===== src/rtl/axi_lite_if.sv =====
// AXI4-Lite bus bundle shared by the fabric master and register-bank responders.
// Address/data widths must match the responder attached to the slave modport.
interface axi_lite_if #(
  parameter int ADDR_WIDTH = 32,
  parameter int DATA_WIDTH = 32
);
  logic                      AWVALID;
  logic                      AWREADY;
  logic [ADDR_WIDTH-1:0]     AWADDR;
  logic [2:0]                AWPROT;
  logic                      WVALID;
  logic                      WREADY;
  logic [DATA_WIDTH-1:0]     WDATA;
  logic [DATA_WIDTH/8-1:0]   WSTRB;
  logic                      BVALID;
  logic                      BREADY;
  logic [1:0]                BRESP;
  logic                      ARVALID;
  logic                      ARREADY;
  logic [ADDR_WIDTH-1:0]     ARADDR;
  logic [2:0]                ARPROT;
  logic                      RVALID;
  logic                      RREADY;
  logic [DATA_WIDTH-1:0]     RDATA;
  logic [1:0]                RRESP;

  modport master (
    output AWVALID, AWADDR, AWPROT, WVALID, WDATA, WSTRB, BREADY,
    output ARVALID, ARADDR, ARPROT, RREADY,
    input  AWREADY, WREADY, BVALID, BRESP, ARREADY, RVALID, RDATA, RRESP
  );

  modport slave (
    input  AWVALID, AWADDR, AWPROT, WVALID, WDATA, WSTRB, BREADY,
    input  ARVALID, ARADDR, ARPROT, RREADY,
    output AWREADY, WREADY, BVALID, BRESP, ARREADY, RVALID, RDATA, RRESP
  );
endinterface


===== src/rtl/axi_lite_slave_regs.sv =====
// AXI4-Lite register bank with byte strobes; B/R valid one cycle after the completing handshake.
// Responses are held until BREADY/RREADY; a channel's READYs stay low while its response is pending.
module axi_lite_slave_regs #(
  parameter int ADDR_WIDTH = 32,
  parameter int DATA_WIDTH = 32,
  parameter int NUM_REGS   = 8
) (
  input  logic                           ACLK,
  input  logic                           ARESET,
  axi_lite_if.slave                      S_AXI_LITE,
  output logic [NUM_REGS*DATA_WIDTH-1:0] reg_out,
  output logic [NUM_REGS-1:0]            wr_pulse
);
  localparam int STRB_W = DATA_WIDTH / 8;
  localparam int LSB    = $clog2(STRB_W);
  localparam int IDX_W  = $clog2(NUM_REGS);
  localparam logic [1:0] RESP_OKAY   = 2'b00;
  localparam logic [1:0] RESP_SLVERR = 2'b10;

  typedef enum logic [1:0] {W_IDLE, W_HAVE_ADDR, W_HAVE_DATA, W_RESP} w_state_t;
  typedef enum logic {R_IDLE, R_DATA} r_state_t;

  w_state_t w_state, w_state_nxt;
  r_state_t r_state, r_state_nxt;

  logic [NUM_REGS-1:0][DATA_WIDTH-1:0] regs;
  logic [ADDR_WIDTH-1:0] aw_addr_q;
  logic [DATA_WIDTH-1:0] w_data_q;
  logic [STRB_W-1:0]     w_strb_q;
  logic                  bvalid_q, rvalid_q;
  logic [1:0]            bresp_q, rresp_q;
  logic [DATA_WIDTH-1:0] rdata_q;

  logic aw_rdy, w_rdy, ar_rdy, aw_hs, w_hs, ar_hs;
  logic                  commit;
  logic [ADDR_WIDTH-1:0] cm_addr;
  logic [DATA_WIDTH-1:0] cm_data;
  logic [STRB_W-1:0]     cm_strb;
  logic [IDX_W-1:0]      cm_idx, ar_idx;
  logic                  cm_in_range, ar_in_range;
  logic                  unused_prot;

  function automatic logic addr_in_range(input logic [ADDR_WIDTH-1:0] a);
    return (a >> LSB) < ADDR_WIDTH'(NUM_REGS);
  endfunction

  // READYs decode the idle-ish states directly, so they must be forced low during reset.
  assign aw_rdy = ~ARESET & ((w_state == W_IDLE) || (w_state == W_HAVE_DATA));
  assign w_rdy  = ~ARESET & ((w_state == W_IDLE) || (w_state == W_HAVE_ADDR));
  assign ar_rdy = ~ARESET & (r_state == R_IDLE);
  assign aw_hs  = S_AXI_LITE.AWVALID & aw_rdy;
  assign w_hs   = S_AXI_LITE.WVALID & w_rdy;
  assign ar_hs  = S_AXI_LITE.ARVALID & ar_rdy;

  assign S_AXI_LITE.AWREADY = aw_rdy;
  assign S_AXI_LITE.WREADY  = w_rdy;
  assign S_AXI_LITE.ARREADY = ar_rdy;
  assign S_AXI_LITE.BVALID  = bvalid_q;
  assign S_AXI_LITE.BRESP   = bresp_q;
  assign S_AXI_LITE.RVALID  = rvalid_q;
  assign S_AXI_LITE.RDATA   = rdata_q;
  assign S_AXI_LITE.RRESP   = rresp_q;
  assign reg_out            = regs;
  assign unused_prot        = ^{S_AXI_LITE.AWPROT, S_AXI_LITE.ARPROT};

  assign cm_idx      = cm_addr[LSB +: IDX_W];
  assign cm_in_range = addr_in_range(cm_addr);
  assign ar_idx      = S_AXI_LITE.ARADDR[LSB +: IDX_W];
  assign ar_in_range = addr_in_range(S_AXI_LITE.ARADDR);

  always_ff @(posedge ACLK) begin
    if (ARESET) begin
      w_state <= W_IDLE;
      r_state <= R_IDLE;
    end else begin
      w_state <= w_state_nxt;
      r_state <= r_state_nxt;
    end
  end

  // Commit operands come from the live bus for whichever half arrives last.
  always_comb begin
    w_state_nxt = w_state;
    commit      = 1'b0;
    cm_addr     = aw_addr_q;
    cm_data     = w_data_q;
    cm_strb     = w_strb_q;
    case (w_state)
      W_IDLE: begin
        if (aw_hs && w_hs) begin
          commit      = 1'b1;
          cm_addr     = S_AXI_LITE.AWADDR;
          cm_data     = S_AXI_LITE.WDATA;
          cm_strb     = S_AXI_LITE.WSTRB;
          w_state_nxt = W_RESP;
        end else if (aw_hs) begin
          w_state_nxt = W_HAVE_ADDR;
        end else if (w_hs) begin
          w_state_nxt = W_HAVE_DATA;
        end
      end
      W_HAVE_ADDR: begin
        if (w_hs) begin
          commit      = 1'b1;
          cm_data     = S_AXI_LITE.WDATA;
          cm_strb     = S_AXI_LITE.WSTRB;
          w_state_nxt = W_RESP;
        end
      end
      W_HAVE_DATA: begin
        if (aw_hs) begin
          commit      = 1'b1;
          cm_addr     = S_AXI_LITE.AWADDR;
          w_state_nxt = W_RESP;
        end
      end
      W_RESP: begin
        if (S_AXI_LITE.BREADY) w_state_nxt = W_IDLE;
      end
      default: w_state_nxt = W_IDLE;
    endcase
  end

  always_comb begin
    r_state_nxt = r_state;
    case (r_state)
      R_IDLE:  if (ar_hs) r_state_nxt = R_DATA;
      R_DATA:  if (S_AXI_LITE.RREADY) r_state_nxt = R_IDLE;
      default: r_state_nxt = R_IDLE;
    endcase
  end

  always_ff @(posedge ACLK) begin
    if (ARESET) begin
      regs      <= '0;
      wr_pulse  <= '0;
      aw_addr_q <= '0;
      w_data_q  <= '0;
      w_strb_q  <= '0;
      bvalid_q  <= 1'b0;
      bresp_q   <= RESP_OKAY;
      rvalid_q  <= 1'b0;
      rresp_q   <= RESP_OKAY;
      rdata_q   <= '0;
    end else begin
      wr_pulse <= '0;
      if (aw_hs) aw_addr_q <= S_AXI_LITE.AWADDR;
      if (w_hs) begin
        w_data_q <= S_AXI_LITE.WDATA;
        w_strb_q <= S_AXI_LITE.WSTRB;
      end
      if (commit) begin
        bvalid_q <= 1'b1;
        if (cm_in_range) begin
          for (int k = 0; k < STRB_W; k++) begin
            if (cm_strb[k]) regs[cm_idx][8*k +: 8] <= cm_data[8*k +: 8];
          end
          wr_pulse[cm_idx] <= 1'b1;
          bresp_q          <= RESP_OKAY;
        end else begin
          bresp_q <= RESP_SLVERR;
        end
      end else if (bvalid_q && S_AXI_LITE.BREADY) begin
        bvalid_q <= 1'b0;
      end
      // Non-blocking read of regs gives the pre-write value on a same-edge collision.
      if (ar_hs) begin
        rvalid_q <= 1'b1;
        rdata_q  <= ar_in_range ? regs[ar_idx] : '0;
        rresp_q  <= ar_in_range ? RESP_OKAY : RESP_SLVERR;
      end else if (rvalid_q && S_AXI_LITE.RREADY) begin
        rvalid_q <= 1'b0;
      end
    end
  end
endmodule

===== src/flat_wrapper.sv =====
// flat-port wrapper written by rule: the top's interface ports become plain ports
module axi_lite_slave_regs_flat 
#(
  parameter int ADDR_WIDTH = 32,
  parameter int DATA_WIDTH = 32,
  parameter int NUM_REGS   = 8
)
  (ACLK, ARESET, reg_out, wr_pulse, S_AXI_LITE_AWVALID, S_AXI_LITE_AWADDR, S_AXI_LITE_AWPROT, S_AXI_LITE_WVALID, S_AXI_LITE_WDATA, S_AXI_LITE_WSTRB, S_AXI_LITE_BREADY, S_AXI_LITE_ARVALID, S_AXI_LITE_ARADDR, S_AXI_LITE_ARPROT, S_AXI_LITE_RREADY, S_AXI_LITE_AWREADY, S_AXI_LITE_WREADY, S_AXI_LITE_BVALID, S_AXI_LITE_BRESP, S_AXI_LITE_ARREADY, S_AXI_LITE_RVALID, S_AXI_LITE_RDATA, S_AXI_LITE_RRESP);
  axi_lite_if #(.ADDR_WIDTH(ADDR_WIDTH), .DATA_WIDTH(DATA_WIDTH)) S_AXI_LITE_i ();
  input  logic ACLK;
  input  logic ARESET;
  output logic [NUM_REGS*DATA_WIDTH-1:0] reg_out;
  output logic [NUM_REGS-1:0] wr_pulse;
  input wire logic [$bits(S_AXI_LITE_i.AWVALID)-1:0] S_AXI_LITE_AWVALID;
  input wire logic [$bits(S_AXI_LITE_i.AWADDR)-1:0] S_AXI_LITE_AWADDR;
  input wire logic [$bits(S_AXI_LITE_i.AWPROT)-1:0] S_AXI_LITE_AWPROT;
  input wire logic [$bits(S_AXI_LITE_i.WVALID)-1:0] S_AXI_LITE_WVALID;
  input wire logic [$bits(S_AXI_LITE_i.WDATA)-1:0] S_AXI_LITE_WDATA;
  input wire logic [$bits(S_AXI_LITE_i.WSTRB)-1:0] S_AXI_LITE_WSTRB;
  input wire logic [$bits(S_AXI_LITE_i.BREADY)-1:0] S_AXI_LITE_BREADY;
  input wire logic [$bits(S_AXI_LITE_i.ARVALID)-1:0] S_AXI_LITE_ARVALID;
  input wire logic [$bits(S_AXI_LITE_i.ARADDR)-1:0] S_AXI_LITE_ARADDR;
  input wire logic [$bits(S_AXI_LITE_i.ARPROT)-1:0] S_AXI_LITE_ARPROT;
  input wire logic [$bits(S_AXI_LITE_i.RREADY)-1:0] S_AXI_LITE_RREADY;
  output wire logic [$bits(S_AXI_LITE_i.AWREADY)-1:0] S_AXI_LITE_AWREADY;
  output wire logic [$bits(S_AXI_LITE_i.WREADY)-1:0] S_AXI_LITE_WREADY;
  output wire logic [$bits(S_AXI_LITE_i.BVALID)-1:0] S_AXI_LITE_BVALID;
  output wire logic [$bits(S_AXI_LITE_i.BRESP)-1:0] S_AXI_LITE_BRESP;
  output wire logic [$bits(S_AXI_LITE_i.ARREADY)-1:0] S_AXI_LITE_ARREADY;
  output wire logic [$bits(S_AXI_LITE_i.RVALID)-1:0] S_AXI_LITE_RVALID;
  output wire logic [$bits(S_AXI_LITE_i.RDATA)-1:0] S_AXI_LITE_RDATA;
  output wire logic [$bits(S_AXI_LITE_i.RRESP)-1:0] S_AXI_LITE_RRESP;
  assign S_AXI_LITE_i.AWVALID = S_AXI_LITE_AWVALID;
  assign S_AXI_LITE_i.AWADDR = S_AXI_LITE_AWADDR;
  assign S_AXI_LITE_i.AWPROT = S_AXI_LITE_AWPROT;
  assign S_AXI_LITE_i.WVALID = S_AXI_LITE_WVALID;
  assign S_AXI_LITE_i.WDATA = S_AXI_LITE_WDATA;
  assign S_AXI_LITE_i.WSTRB = S_AXI_LITE_WSTRB;
  assign S_AXI_LITE_i.BREADY = S_AXI_LITE_BREADY;
  assign S_AXI_LITE_i.ARVALID = S_AXI_LITE_ARVALID;
  assign S_AXI_LITE_i.ARADDR = S_AXI_LITE_ARADDR;
  assign S_AXI_LITE_i.ARPROT = S_AXI_LITE_ARPROT;
  assign S_AXI_LITE_i.RREADY = S_AXI_LITE_RREADY;
  assign S_AXI_LITE_AWREADY = S_AXI_LITE_i.AWREADY;
  assign S_AXI_LITE_WREADY = S_AXI_LITE_i.WREADY;
  assign S_AXI_LITE_BVALID = S_AXI_LITE_i.BVALID;
  assign S_AXI_LITE_BRESP = S_AXI_LITE_i.BRESP;
  assign S_AXI_LITE_ARREADY = S_AXI_LITE_i.ARREADY;
  assign S_AXI_LITE_RVALID = S_AXI_LITE_i.RVALID;
  assign S_AXI_LITE_RDATA = S_AXI_LITE_i.RDATA;
  assign S_AXI_LITE_RRESP = S_AXI_LITE_i.RRESP;
  axi_lite_slave_regs #(.ADDR_WIDTH(ADDR_WIDTH), .DATA_WIDTH(DATA_WIDTH), .NUM_REGS(NUM_REGS)) u_core (.ACLK(ACLK), .ARESET(ARESET), .S_AXI_LITE(S_AXI_LITE_i), .reg_out(reg_out), .wr_pulse(wr_pulse));
endmodule

===== config.mk =====
export PLATFORM = sky130hd
export DESIGN_NAME = axi_lite_slave_regs_flat
export DESIGN_NICKNAME = d
export VERILOG_FILES = /design/src/rtl/axi_lite_if.sv /design/src/rtl/axi_lite_slave_regs.sv /design/src/flat_wrapper.sv
export SDC_FILE = /design/constraint.sdc
export NUM_CORES = 1
export LEC_CHECK = 0
export CORE_ASPECT_RATIO = 0.8
export CORE_MARGIN = 2
export CORE_UTILIZATION = 25
export DETAILED_ROUTE_END_ITERATION = 12
export PLACE_DENSITY = 0.49
export SYNTH_ARGS = -nofsm -noshare
export SYNTH_HDL_FRONTEND = slang
export SYNTH_SLANG_ARGS = --single-unit

===== constraint.sdc =====
create_clock -name ACLK -period 3.1 [get_ports ACLK]
set_input_delay 0.465 -clock ACLK [delete_from_list [all_inputs] [get_ports ACLK]]
set_output_delay 0.465 -clock ACLK [all_outputs]
set_load 0.02 [all_outputs]

After elaboration in Yosys (flattened, before gate mapping)
Cells that the tools add are included.
Word-level totals
  ROM bits: 0
  input port bits: 113
  memories kept: 0
  logic and storage cells: 112
  RAM bits: 0
  output and inout port bits: 305
  bits in registers: 373
  latch bits: 0
Operators by class
  shift operators: 0
  bitwise logic cells: 10
  $mul: 0
  mux-type cells: 59
  equal/unequal tests: 7
  divide/modulo/power cells: 0
  reductions and logical operators: 12
  add/subtract/negate cells: 0
  $lt $le $gt $ge: 5
Operators by type and width (number)
  $mux 256: 13
  $bwmux 256: 4
  $demux 32 s3: 4
  $mux 32: 7
  $pmux 32 s2: 2
  $bmux 32 s3: 1
  $lt 30x4->1 const B: 2
  $mux 24: 1
  $mux 16: 1
  $mux 2: 8
  $mux 1: 10
  $lt 3x4->1 const B: 2
  $mux 4: 2
  $mux 8: 1
  $pmux 2 s4: 1
  $pmux 4 s2: 1
  $and 1x1->1: 6
  $eq 2x2->1 const B: 2
  $logic_and 1x1->1: 4
  $ne 2x1->1 const B: 2
  $ne 4x2->1 const B: 1
  $not 1->1: 4
  $reduce_and 4->1: 1
  $reduce_bool 2->1: 2
  other kinds (10): 11

Logic depth before layout (Yosys ltp)
Gate-level depths: netlist of run 1.
  depth in word-level cells: 28
  gate-level depth with buffers: 12
  depth with buffers taken out: 8

Worst setup path after synthesis of run 1
OpenSTA, ideal clock, no wires.
  path kind: flip-flop to flip-flop
  start point: register u_core.w_state[0]
  end point: register u_core.regs, in the netlist u_core.reg_out[228]
  required time: 2966 ps
  data arrival time: 2604 ps
  setup slack: 362 ps
  stages on the path, launching flop included: 12
  period minus slack after synthesis: 2738 ps
  path buffers: 4
  setup time: 134 ps
  path through: dfxtp_1 inv_1 ha_1 clkbuf_1 nor2_1 o21ai_1 and3_1 clkbuf_1 a2111oi_1 buf_2 buf_1 a211oi_1
On the way
  word-level cells in the longest chain between the ends: 28
  elaborated cells between the ends (all ways): 50
  those cells by class: 3 x order compare; 2 x eq/ne; 35 x mux; 4 x bitwise; 6 x reduce/logical
Ends and longest elaborated chain
  start, declared: RTL line axi_lite_slave_regs.sv:23  | w_state_t w_state, w_state_nxt;
  start signal, assigned: RTL line axi_lite_slave_regs.sv:76  | w_state <= w_state_nxt;
  $eq 2x2->1 (tied with other cells): RTL line axi_lite_slave_regs.sv:48, axi_lite_slave_regs.sv:88
  $logic_or 1x1->1, on equally long branches: RTL line axi_lite_slave_regs.sv:48, axi_lite_slave_regs.sv:49
  $and 1x1->1, on equally long branches: RTL line axi_lite_slave_regs.sv:48, axi_lite_slave_regs.sv:49
  $and 1x1->1, on equally long branches: RTL line axi_lite_slave_regs.sv:51, axi_lite_slave_regs.sv:52
  $logic_and 1x1->1: RTL line axi_lite_slave_regs.sv:90  | if (aw_hs && w_hs) begin
  $mux 32: RTL line axi_lite_slave_regs.sv:90
  $pmux 32 s2: RTL line axi_lite_slave_regs.sv:88  | case (w_state)
  $lt 3x4->1 (not written as such) / $ge 3x1->1 (equally long branches): RTL line axi_lite_slave_regs.sv:156  | if (cm_strb[k]) regs[cm_idx][8*k +: 8] <= cm_data[8*k +: 8];
  [... 12 more ...]
  $mux 256: RTL line axi_lite_slave_regs.sv:134  | if (ARESET) begin
  $bwmux 256: RTL line axi_lite_slave_regs.sv:156
  $mux 256: RTL line axi_lite_slave_regs.sv:156
  $mux 256: RTL line axi_lite_slave_regs.sv:154  | if (cm_in_range) begin
  $mux 256: RTL line axi_lite_slave_regs.sv:152  | if (commit) begin
  $mux 256: RTL line axi_lite_slave_regs.sv:134
  $bwmux 256: RTL line axi_lite_slave_regs.sv:156
  $mux 256: RTL line axi_lite_slave_regs.sv:156
  end signal, assigned by index: RTL line axi_lite_slave_regs.sv:156
  end, declared: RTL line axi_lite_slave_regs.sv:26  | logic [NUM_REGS-1:0][DATA_WIDTH-1:0] regs;
Several ways; a longest one is shown, not always the timed one. The select of a mux whose other input is x is not followed.
A chain may end at the register's enable or synchronous reset.

Final worst setup path of run 1
  start point: register u_core.w_state[1]
  end point: register u_core.regs, in the netlist u_core.reg_out[136]
On the way
  word-level cells in the longest chain between the ends: 25
  elaborated cells between the ends (all ways): 50
  those cells by class: 3 x order compare; 2 x eq/ne; 35 x mux; 4 x bitwise; 6 x reduce/logical
Ends and longest elaborated chain (RTL line)
  $eq 2x2->1 (tied with other cells): axi_lite_slave_regs.sv:48, axi_lite_slave_regs.sv:88
  $logic_or 1x1->1, on equally long branches: axi_lite_slave_regs.sv:48, axi_lite_slave_regs.sv:49
  $and 1x1->1, on equally long branches: axi_lite_slave_regs.sv:48, axi_lite_slave_regs.sv:49
  $and 1x1->1, on equally long branches: axi_lite_slave_regs.sv:51, axi_lite_slave_regs.sv:52
  $logic_and 1x1->1: axi_lite_slave_regs.sv:90
  $mux 32: axi_lite_slave_regs.sv:90
  $pmux 32 s2: axi_lite_slave_regs.sv:88
  $demux 32 s3
  [... 9 more ...]
  $mux 256: axi_lite_slave_regs.sv:134
  $bwmux 256: axi_lite_slave_regs.sv:156
  $mux 256: axi_lite_slave_regs.sv:156
  $mux 256: axi_lite_slave_regs.sv:154
  $mux 256: axi_lite_slave_regs.sv:152
  $mux 256: axi_lite_slave_regs.sv:134
  $bwmux 256: axi_lite_slave_regs.sv:156
  $mux 256: axi_lite_slave_regs.sv:156
Several ways; a longest one is shown, not always the timed one. The select of a mux whose other input is x is not followed.

==> results.json, run 1 <==
{
  "grt_usage_pct": 18.7,
  "fp.coreArea_sq_um": 66900,
  "total_power_mw": 13.5,
  "syn_to_final_growth_pct": 47.5,
  "dieArea_sq_um": 69400,
  "cts_tree": "yes",
  "multi_input_area_sq_um": 8490,
  "clock_path_buffers": 3,
  "cp_top_family": "simple AND/OR/NAND/NOR gates",
  "slew_headroom_pct": 20.6,
  "drtAntennaViolNets": 0,
  "crit_path_max_incr_delay_ps": 420,
  "crit_required_ps": 3500,
  "postSynthAreaPerCell_sq_um": 9.20,
  "ys.flop_type": "dfxtp_1",
  "cap_violations": 0,
  "dr.first_iter.drc_count": 1342,
  "cts.sinks": 369,
  "crit_path_max_fanout": 24,
  "period_minus_slack_ps": 2880,
  "drt-total-wl_mm": 68.6,
  "crit_path_cell_trace": "inv_1, ha_4, or2_2, nand2_4, buf_12, buf_4, o21ai_0, a222oi_1, buf_4, and2_1, a221oi_1",
  "hold_viol_final": 0,
  "grt-ovfl-total": 0,
  "chipHeight_um": 236,
  "worst_hold_path_type": "in -> reg",
  "drc_errors": 0,
  "endpoint_kind": "register",
  "layout_commonest_cell": "clkdlybuf4s50_1",
  "placed_area_sq_um": 23200,
  "power.density_nw_per_um2": 543,
  "layout_common_cells": "401 x clkdlybuf4s50_1, 369 x dfxtp_1, 224 x a21oi_1",
  "yosys.cell_types.count": 51,
  "vias": 16096,
  "critPathLaunchType": "register",
  "finalSetupViolations": 0,
  "slowest_stage": "or2_2",
  "regArea_sq_um": 7390,
  "rsz0062_at_grt": "no",
  "netlist_area_sq_um": 16800,
  "antenna_found_initial": 7,
  "vias_per_cell": 5.06,
  "finClkSkew_ps": 16.6,
  "synth_edf_count": 0,
  "fin_crit_sh_pct": 92.8,
  "ys_warn_count": 0,
  "dpl.hpwl_mm": 49.4,
  "yosysSeqAreaShare_pct": 43.9,
  "max-vdd-ir-drop_mv": 0.261,
  "root_buffer": "clkbuf_16",
  "placementRows": 85,
  "timing.hold.ws_ps": 169,
  "grt_pass1_wl_mm": 99.7,
  "slew_violations": 0,
  "fill_cells": 6659,
  "layout.nets": 2396,
  "clk_latency_ps": 580,
  "cp.arrival_ps": 3270,
  "worst_pin_slew_ps": 1190,
  "fin_setup_tns_ps": 0,
  "io_pins": 418,
  "die_w_um": 294,
  "netlist_instances": 1829,
  "fmax_mhz": 347,
  "firstDrtPassIters": 7,
  "design_area_sq_um": 24800,
  "grt_start_max_net_pins": 112,
  "crit_type": "reg -> reg",
  "async_flop_share_pct": 0,
  "portBuffers": 405,
  "grt_pass1_vias": 15396,
  "cts_buffers": 44,
  "worst-path-buf-inv": 4,
  "status": "complete, no violations",
  "place_congestion": 0.827,
  "initial_utilization_pct": 25.1,
  "crit_path_frequent_cell": "buf_4",
  "htree_levels": 2,
  "p_leak_nw": 8.35,
  "layout-drive-gt1-share_pct": 17.3,
  "avgRoutedWirePerCell_um": 21.6,
  "synth-seq-cells": 369,
  "clk_pin_slew_ps": 60
}
-- through the flow --
stage / utilization [%] / instances / setup slack [ps]
finish: 37.1 / 3183 / 222
global placement: 34.6 / 3099 / -502
floorplan: - / 1830 / 362
CTS: 36.9 / 3178 / 25.1
detailed placement: 34.6 / 3099 / -517
global route: 37.1 / 3182 / 2.63
-- registers in the layout, indices dropped and copies added (netlist names) --
name                      count
u_core.reg_out              256
u_core.S_AXI_LITE.RDATA      32
u_core.w_data_q              32
u_core.aw_addr_q             30
u_core.wr_pulse               8
u_core.w_strb_q               4
u_core.w_state                2
u_core.S_AXI_LITE.BRESP       1
u_core.S_AXI_LITE.BVALID      1
u_core.S_AXI_LITE.RRESP       1
u_core.S_AXI_LITE.RVALID      1
u_core.r_state                1
-- synth_stat cells (6+ instances only) --
master,instances,area (sq um)
nor3_1,6,30.0
mux2i_1,64,641
inv_1,83,312
nand2_1,204,766
nand2b_1,38,238
dfxtp_1,369,7390
or2_2,11,68.8
a222oi_1,36,360
mux4_2,64,1440
nor4_1,18,113
o21ai_0,37,185
clkbuf_1,139,522
a211oi_1,127,953
buf_1,24,90.1
a21oi_1,224,1120
a221oi_1,80,701
mux2_2,24,270
and2_1,34,213
nor2b_1,41,257
nor2_1,103,387
buf_2,31,155
nand3_1,14,70.1
-- layout make-up --
class / instances / area share, %
antenna: 1 / 0.0101
clock buffer: 62 / 5.12
clock inverter: 17 / 1.10
inverter: 83 / 1.26
multi-input combinational: 1183 / 34.2
sequential: 369 / 29.8
tap: 870 / 4.39
timing repair buffer: 598 / 24.1
-- power breakdown --
part / switching [mW] / internal [mW] / total, mW
registers: 0.0846 / 4.87 / 4.95
clock network: 2.23 / 3.37 / 5.61
logic: 1.76 / 1.17 / 2.92
total: 4.07 / 9.41 / 13.5
-- path summary, 6_finish.rpt --
| kind | from | endpoint | slack (ps) | cells after the start |
|---|---|---|---|---|
| setup / recovery | u_core.w_state[1] | u_core.reg_out[136] | 220 | 11 |
| hold / removal | ARESET | u_core.w_strb_q[2] | 170 | 2 |
| setup reg to reg | u_core.w_state[1] | u_core.reg_out[136] | 220 | 11 |
| hold reg to reg | u_core.S_AXI_LITE.RVALID | u_core.S_AXI_LITE.RVALID | 450 | 2 |
-- timing repair --
action | 4_1_cts | 5_1_grt
setup endpoints to repair | 9 | 86
cloned | 0 | 2
hold buffers | 0 | 0
buffers inserted | 0 | 2
pin swaps | 0 | 4
gates resized for setup | 1 | 7
-- cells by family after synthesis --
logic type / count (synthesis) / share of synthesized area [%]
fa+ha+maj: 4 / 0.298
flops: 369 / 43.9
compound gates: 529 / 21.2
mux: 152 / 14.0
buf+inv: 279 / 6.50
other cells: 1 / 0.0223
simple gates: 495 / 14.1
-- layer usage --
| metal | share of wire [%] | up-vias | global-route usage [%] |
|---|---|---|---|
| met5 | 0.12 | - | 0 |
| met4 | 2.3 | 12 | 5.02 |
| met3 | 7.1 | 94 | 4.43 |
| met2 | 46 | 561 | 29.9 |
| met1 | 44 | 7895 | 25.3 |
| li1 | - | 7534 | - |
No activity file was read; power rests on OpenSTA's default activity.
==> inputs of run 2 (changes only) <==
--- a/config.mk
+++ b/config.mk
@@ -9,6 +9,7 @@
 export CORE_MARGIN = 2
 export CORE_UTILIZATION = 25
 export DETAILED_ROUTE_END_ITERATION = 12
+export GPL_TIMING_DRIVEN = 1
 export PLACE_DENSITY = 0.49
 export SYNTH_ARGS = -nofsm -noshare
 export SYNTH_HDL_FRONTEND = slang
==> results of run 2 <==
Same layout as run 1: the final DEF is identical, and so are final timing and power.
==> variant, RTL diff (settings of run 1) <==
`ADDR_WIDTH` is set to 32 in 3 places; all go to 16.
--- a/src/rtl/axi_lite_if.sv
+++ b/src/rtl/axi_lite_if.sv
@@ -3,3 +3,3 @@
 interface axi_lite_if #(
-  parameter int ADDR_WIDTH = 32,
+  parameter int ADDR_WIDTH = 16,
   parameter int DATA_WIDTH = 32
--- a/src/rtl/axi_lite_slave_regs.sv
+++ b/src/rtl/axi_lite_slave_regs.sv
@@ -3,3 +3,3 @@
 module axi_lite_slave_regs #(
-  parameter int ADDR_WIDTH = 32,
+  parameter int ADDR_WIDTH = 16,
   parameter int DATA_WIDTH = 32,
--- a/src/flat_wrapper.sv
+++ b/src/flat_wrapper.sv
@@ -3,3 +3,3 @@
 #(
-  parameter int ADDR_WIDTH = 32,
+  parameter int ADDR_WIDTH = 16,
   parameter int DATA_WIDTH = 32,
Ports: changed (resized S_AXI_LITE_ARADDR and S_AXI_LITE_AWADDR); port bits go from 418 to 386. No check against the original RTL was run, so the function may have changed too.
==> variant against run 1 <==
Die area shrank 5.8%; combinational power shrank 7%; synthesized area shrank 5.9%; setup slack lost 63 ps; sequential power shrank 4.0%; final area shrank 6.1%; sequential cell count shrank 16; routed wire length shrank 2.3%; total power shrank 7.0%; largest power group unchanged.
==> variant: results (changes against run 1) <==
| Metric | Value |
|---|---|
| Relative slew slack | `22.4% (was 20.6%)` |
| Met2 WL post-DR | `30200 um (was 31600 um)` |
| Port Buf Inserts | `373 (was 405)` |
| Lkg Pwr | `7.66 nW (was 8.35 nW)` |
| Unique cell type count in the Yosys netlist | `59 (was 51)` |
| Largest net degree at the start of global routing | `154 (was 112)` |
| Worst setup path end | `u_core.reg_out[230] (was u_core.reg_out[136])` |
| Post-Synthesis Cells | `1663 (was 1829)` |
| Via density per instance | `5.16 (was 5.06)` |
| CP arrival | `3440 ps (was 3270 ps)` |
| R2R depth | `10 (was 11)` |
| Top post-synthesis cells by area | `dfxtp_1, a211oi_1, mux4_2, a21oi_1, nor2_1 (was dfxtp_1, mux4_2, a21oi_1, a211oi_1, nand2_1)` |
| Fin Hold WS | `420 ps (was 169 ps)` |
| DRT met1 WL | `30900 um (was 30500 um)` |
| Initial drt markers | `1264 (was 1342)` |
| GR Util met1 | `28.0% (was 25.3%)` |
| Synth top cells by count | `dfxtp_1, nor2_1, a211oi_1 (was dfxtp_1, a21oi_1, nand2_1)` |
| PwrDens | `538 mW/mm2 (was 543 mW/mm2)` |
| Place WS | `-177 ps (was -517 ps)` |
| Final HPWL DP | `49600 um (was 49400 um)` |
| Worst skew pair latency | `560 ps (was 580 ps)` |
| Hold path depth | `3 (was 2)` |
| Total Wirelength | `67100 um (was 68600 um)` |
| Gp weighted congestion | `0.860 (was 0.827)` |
| Maximum VDD drop | `304 uV (was 261 uV)` |
| Met3 WL | `4940 um (was 4900 um)` |
| Initial antenna violation count | `1 (was 7)` |
| Fin crit period | `2940 ps (was 2880 ps)` |
| Switching Fraction | `30.6% (was 30.2%)` |
| Total track usage | `19.7% (was 18.7%)` |
| Vias in the first global route | `14560 (was 15396)` |
| CP max stage delay | `440 ps (was 420 ps)` |
| Placed Area | `0.0219 mm2 (was 0.0232 mm2)` |
| First-pass GRT wire length | `98000 um (was 99700 um)` |
| Status | `complete, no violations (unchanged)` |
| TritonRoute pass-1 iters | `5 (was 7)` |
| Nets | `2191 (was 2396)` |
| Delay-heaviest family, CP | `compound AO/OA/AOI/OAI gates (was simple AND/OR/NAND/NOR gates)` |
| P_seq | `0.00475 W (was 0.00495 W)` |
| Layout cell share with drive strength beyond 1 | `16.6% (was 17.3%)` |
| Diodes inserted | `0 (was 1)` |
| Dpl cells | `2903 (was 3099)` |
| Sequential element share of the synthesized area | `44.7% (was 43.9%)` |
| Post-Layout Cell Count | `2975 (was 3183)` |
| Clock Skew | `16.2 ps (was 16.6 ps)` |
[variant: cells by family (layout without fill, tap and decap cells)]
group	count (synthesis)	count (layout)	share of synthesized area, %
flops	353	353	44.7
other cells	1	2	0.0237
compound gates	573	574	25.1
simple gates	432	432	13.3
fa+ha+maj	4	4	0.316
mux	99	99	11.3
buf+inv	201	671	5.23
[variant: area by class of cell]
type	instances	area (um2)
fillers	6210	39300
multi-input cells	1111	8050
flip-flops and latches	353	7070
repair buffers	547	5530
clock buffers	59	1190
well taps	840	1050
clock inverters	12	201
inverters	53	199
[variant: worst register-to-register path, cell delays in order, from the launching register on]
cell and delay, ps:
dfxtp_1 330, inv_1 150, ha_2 360, inv_1 120
o22a_1 250, a211o_4 440, a2111oi_4 420, buf_12 210
nor2b_1 270, buf_4 220, o21a_1 120
[variant: timing repair]
action,4_1_cts,5_1_grt
gates resized for setup,1,6
hold buffers,0,0
hold endpoints to repair,0,0
pin swaps,0,1
setup endpoints to repair,1,60
gates cloned,0,1
